**src/rtl/pending_encoder.sv**
```systemverilog
// Registered priority encoder: sticky capture of N request lines, issued one
// index at a time on a one-entry valid/ready slot, fixed-priority or round-robin.
module pending_encoder #(
    parameter int N = 8
) (
    input  logic                 clk,
    input  logic                 rst_n,
    input  logic                 EN,
    input  logic [N-1:0]         A,
    input  logic                 rr,
    input  logic                 clr,
    input  logic                 ready,
    output logic [$clog2(N)-1:0] Y,
    output logic                 valid,
    output logic [N-1:0]         pending
);

    localparam int W = $clog2(N);

    logic [N-1:0] pending_q, pending_d;
    logic [W-1:0] y_q, y_d;
    logic         valid_q, valid_d;
    logic [W-1:0] ptr_q, ptr_d;

    logic [W-1:0] fix_idx;
    logic [W-1:0] rr_idx;
    logic         rr_found;
    logic [W-1:0] sel_idx;
    logic         has_req;
    logic         load;

    // Fixed priority: the last set bit seen while scanning upward is the highest.
    always_comb begin
        fix_idx = '0;
        for (int i = 0; i < N; i++) begin
            if (pending_q[i]) fix_idx = W'(i);
        end
    end

    // Round-robin: scan ptr+1 .. ptr+N, wrapping at N rather than 2^W.
    always_comb begin
        rr_idx   = '0;
        rr_found = 1'b0;
        for (int k = 1; k <= N; k++) begin
            int j;
            j = int'(ptr_q) + k;
            if (j >= N) j = j - N;
            if (!rr_found && pending_q[j]) begin
                rr_found = 1'b1;
                rr_idx   = W'(j);
            end
        end
    end

    assign has_req = |pending_q;
    assign sel_idx = rr ? rr_idx : fix_idx;
    assign load    = EN & (~valid_q | ready);

    always_comb begin
        // NOTE: every next-state signal gets its hold value first, so no path leaves it unassigned and no latch is inferred.
        pending_d = pending_q;
        y_d       = y_q;
        valid_d   = valid_q;
        ptr_d     = ptr_q;
        if (clr) begin
            pending_d = '0;
            valid_d   = 1'b0;
        end else if (EN) begin
            if (load) begin
                if (has_req) begin
                    y_d                = sel_idx;
                    valid_d            = 1'b1;
                    ptr_d              = sel_idx;
                    pending_d[sel_idx] = 1'b0;
                end else begin
                    valid_d = 1'b0;
                end
            end
            // Capture after the issue-clear so a same-edge re-request survives.
            pending_d = pending_d | A;
        end
    end

    always_ff @(posedge clk or negedge rst_n) begin
        if (!rst_n) begin
            pending_q <= '0;
            y_q       <= '0;
            valid_q   <= 1'b0;
            ptr_q     <= W'(N - 1);
        end else begin
            // NOTE: state registers use non-blocking assignment so every flop samples pre-edge values.
            pending_q <= pending_d;
            y_q       <= y_d;
            valid_q   <= valid_d;
            ptr_q     <= ptr_d;
        end
    end

    assign Y       = y_q;
    assign valid   = valid_q;
    assign pending = pending_q;

endmodule

```
**config.mk**
```make
export PLATFORM = sky130hd
export DESIGN_NAME = pending_encoder
export DESIGN_NICKNAME = d
export VERILOG_FILES = /design/src/rtl/pending_encoder.sv
export SDC_FILE = /design/constraint.sdc
export NUM_CORES = 1
export LEC_CHECK = 0
export CORE_UTILIZATION = 33
export DETAILED_ROUTE_END_ITERATION = 10
export DONT_BUFFER_PORTS = 1
export SYNTH_ARGS = -nofsm -noshare
export SYNTH_HDL_FRONTEND = slang
export SYNTH_SLANG_ARGS = --single-unit
```
**constraint.sdc**
```tcl
create_clock -name clk -period 4.6 [get_ports clk]
set_input_delay 0.46 -clock clk [delete_from_list [all_inputs] [get_ports clk]]
set_output_delay 0.46 -clock clk [all_outputs]
set_load 0.05 [all_outputs]
```
==> results.sh <==
export IMPL_fmax_mhz=271
export IMPL_cp_max_fo=11
export IMPL_synth_top_area_frac=0.154
export IMPL_setup_viol=0
export IMPL_p_leak_nw=0.761
export IMPL_endpoint_kind="flop"
export IMPL_tightest_slew_ps=907
export IMPL_swShare=0.520
export IMPL_io_buffers=0
export IMPL_fin_setup_tns_ps=0
export IMPL_startpoint_type="flop"
export IMPL_drtIter0Drc=106
export IMPL_drv_slew=0
export IMPL_synth_fp_nets=206
export IMPL_yosys_warnings=0
export IMPL_hp_class="input port to asynchronous set/reset pin"
export IMPL_grt_start_max_net_pins=19
export IMPL_io_pins=26
export IMPL_grt_pass1_wl_um=8120
export IMPL_fin_crit_ps=3690
export IMPL_arrival_ps=3840
export IMPL_r2r_start="ptr_q[0]$_DFFE_PN1P_"
export IMPL_cts_sinks=15
export IMPL_ys_seq_elements=15
export IMPL_synth_seq_area_share=0.195
export IMPL_avgSynthCellArea_um2=10.3
export IMPL_postRouteAntennaNets=0
export IMPL_grt_remaining_overflow=0
export IMPL_hpwl_um=3510
export IMPL_drcViolationCount=0
export IMPL_row_count=27
export IMPL_yosysTopAreaCell="dfrtp_1"
export IMPL_ir_worst_vdd_v=0.000297
export IMPL_seq_power_share=0.208
export IMPL_wl_per_cell_um=19.4
export IMPL_antenna_found_initial=0
export IMPL_synthTopCellsByArea="dfrtp_1 (15%), mux4_2 (14%), mux4_1 (6.7%)"
export IMPL_grt_pass1_vias=1557
export IMPL_worstPathCellList="inv_2, ha_1, mux2_2, mux4_2, and4bb_1, and3_1, nor3_1, o31ai_2, nand4_1, a32o_2"
export IMPL_cts_buffers=3
export IMPL_power_density_nw_per_um2=851
export IMPL_synth_flop_cell="dfrtp_1"
export IMPL_hold_viol_final=0
export IMPL_initial_core_util=0.347
export IMPL_p_int_mw=0.796
export IMPL_syn_to_final_growth_pct=0.000103
export IMPL_synthArstFlopShare=1.00
export IMPL_die_h_um=78.8
export IMPL_cts_tree="built"
export IMPL_gr_usage_all_layers=0.165
export IMPL_crit_buf_inv=1
export IMPL_syn_inst=190
export IMPL_max_stage_delay_ps=550
export IMPL_skew_ps=9.65
export IMPL_num_vias=1547
export IMPL_drive_above_1_share=0.225
export IMPL_clock_root_buffer="clkbuf_8"
export IMPL_final_nets=195
export IMPL_synth_area_um2=1950
export IMPL_clock_latency_ps=260
export IMPL_critPathTopFamily="multiplexers"
export IMPL_num_antenna_cells=0
export IMPL_vias_per_cell=6.19
export IMPL_hold_buffers=1
export IMPL_drtPass1Iterations=4
export IMPL_cp_required_ps=4750
export IMPL_coreArea_um2=5610
export IMPL_status="finished, final reports clean"
export IMPL_h_tree_depth=1
export IMPL_dieArea_um2=6210
export IMPL_clk_pin_slew_ps=70
export IMPL_wl_um=4860
export IMPL_critPathSlowestCell="ha_1"
export IMPL_power_frac_comb=0.722
export IMPL_cap_violations=0
export IMPL_switchingPower_mw=0.861
export IMPL_cts_setup_buffers=0
export IMPL_synth_edf_count=0
export IMPL_max_clock_path_buffers=2
export IMPL_rsz0062_at_grt="no"
export IMPL_worstSetupStartpoint="ptr_q[0]$_DFFE_PN1P_"
export IMPL_critical_path_class="flop to flop"
export IMPL_gp_congestion=0.887
export IMPL_dp_worst_setup_slack_ps=925
export IMPL_fin_ws_ps=913
export IMPL_die_x_um=78.8
export IMPL_max_slew_margin=0.395
export IMPL_p_clk_frac=0.069
export IMPL_layout_common_cells="nand2_1 (20), nor2_1 (13), dfrtp_1 (12), mux4_2 (12), mux2i_1 (10)"
export IMPL_synth_cell_type_count=60
export IMPL_cts_resized=0
export IMPL_finalCritPeriodShare=0.802
export IMPL_final_common_cell="nand2_1"
export IMPL_hold_ws_ps=35.3
[final timing paths]
path                                          end  slack [ps]  depth (start not counted)
setup / recovery           pending[1]$_DFFE_PN0P_         910                         10
hold / removal               ptr_q[2]$_DFFE_PN1P_          40                          0
setup reg to reg           pending[1]$_DFFE_PN0P_         910                         10
hold reg to reg              ptr_q[0]$_DFFE_PN1P_         710                          2
max in group asynchronous  pending[0]$_DFFE_PN0P_        3550                          1
min in group clk                valid$_DFFE_PN0P_         260                          1
[synthesized netlist by cell type, drive strengths merged, types with 2 or more instances]
cell type	count
a311oi	2
a32o	5
a211oi	2
nand3	4
a22o	2
mux4	17
mux2i	12
inv	7
nand4	6
nor2	13
ha	2
a31oi	5
dfstp	3
buf	15
xor2	3
mux2	6
a21oi	7
dfrtp	12
nor3b	2
and2b	2
nor3	2
nand2	20
o21a	4
o21ai	7
clkbuf	5
and3	4
nor4	2
xnor2	2
[routing by layer]
layer | vias to the layer above | global-route usage | share of wire
met4 | 0 | 0.0291 | 0.0045
li1 | 721 | - | -
met3 | 5 | 0.0264 | 0.063
met5 | - | 0 | 0
met1 | 763 | 0.224 | 0.44
met2 | 58 | 0.279 | 0.49
[stage by stage]
stage          power, mW  utilization  cells  cell area, um2
3_3_place_gp        1.52        0.337    245            1890
4_1_cts             1.66        0.347    250            1950
3_5_place_dp        1.54        0.337    245            1890
6_report            1.66        0.347    250            1950
2_1_floorplan       1.40            -    190            1950
5_1_grt             1.78        0.347    250            1950
[power groups by stage]
stage	clock, mW	sequential [mW]	combinational, mW
6_report	0.115	0.345	1.20
3_3_place_gp	0	0.347	1.18
5_1_grt	0.121	0.355	1.30
2_1_floorplan	0	0.283	1.12
4_1_cts	0.116	0.346	1.20
3_5_place_dp	0	0.347	1.19
[logic make-up after synthesis]
| logic type | after synthesis | share of synthesized area |
|---|---|---|
| AO/OA/AOI/OAI | 46 | 0.184 |
| multiplexers | 35 | 0.317 |
| AND/OR/NAND/NOR | 60 | 0.158 |
| XOR/XNOR | 5 | 0.0321 |
| flip-flops | 15 | 0.195 |
| buffers and inverters | 27 | 0.101 |
| adder cells (fa/ha/maj) | 2 | 0.0128 |
[worst register-to-register path: stages, from the launching register on]
cell and delay, ps:
dfstp_2 540, inv_2 110, ha_1 550, mux2_2 390
mux4_2 530, and4bb_1 400, and3_1 180, nor3_1 100
o31ai_2 320, nand4_1 160, a32o_2 310
[final cells by class]
type / count / area [um2]
clock buffers: 3 / 41.3
flip-flops and latches: 15 / 379
fillers: 589 / 3660
multi-input cells: 148 / 1370
inverters: 7 / 26.3
clock inverters: 1 / 7.51
well taps: 72 / 90.1
repair buffers: 4 / 32.5
[registers in the layout, summed over array words and instances, names as in the netlist]
signal / flops
Y: 3
pending: 8
ptr_q: 3
valid: 1
Note: power is estimated with default switching activity, not from simulation.
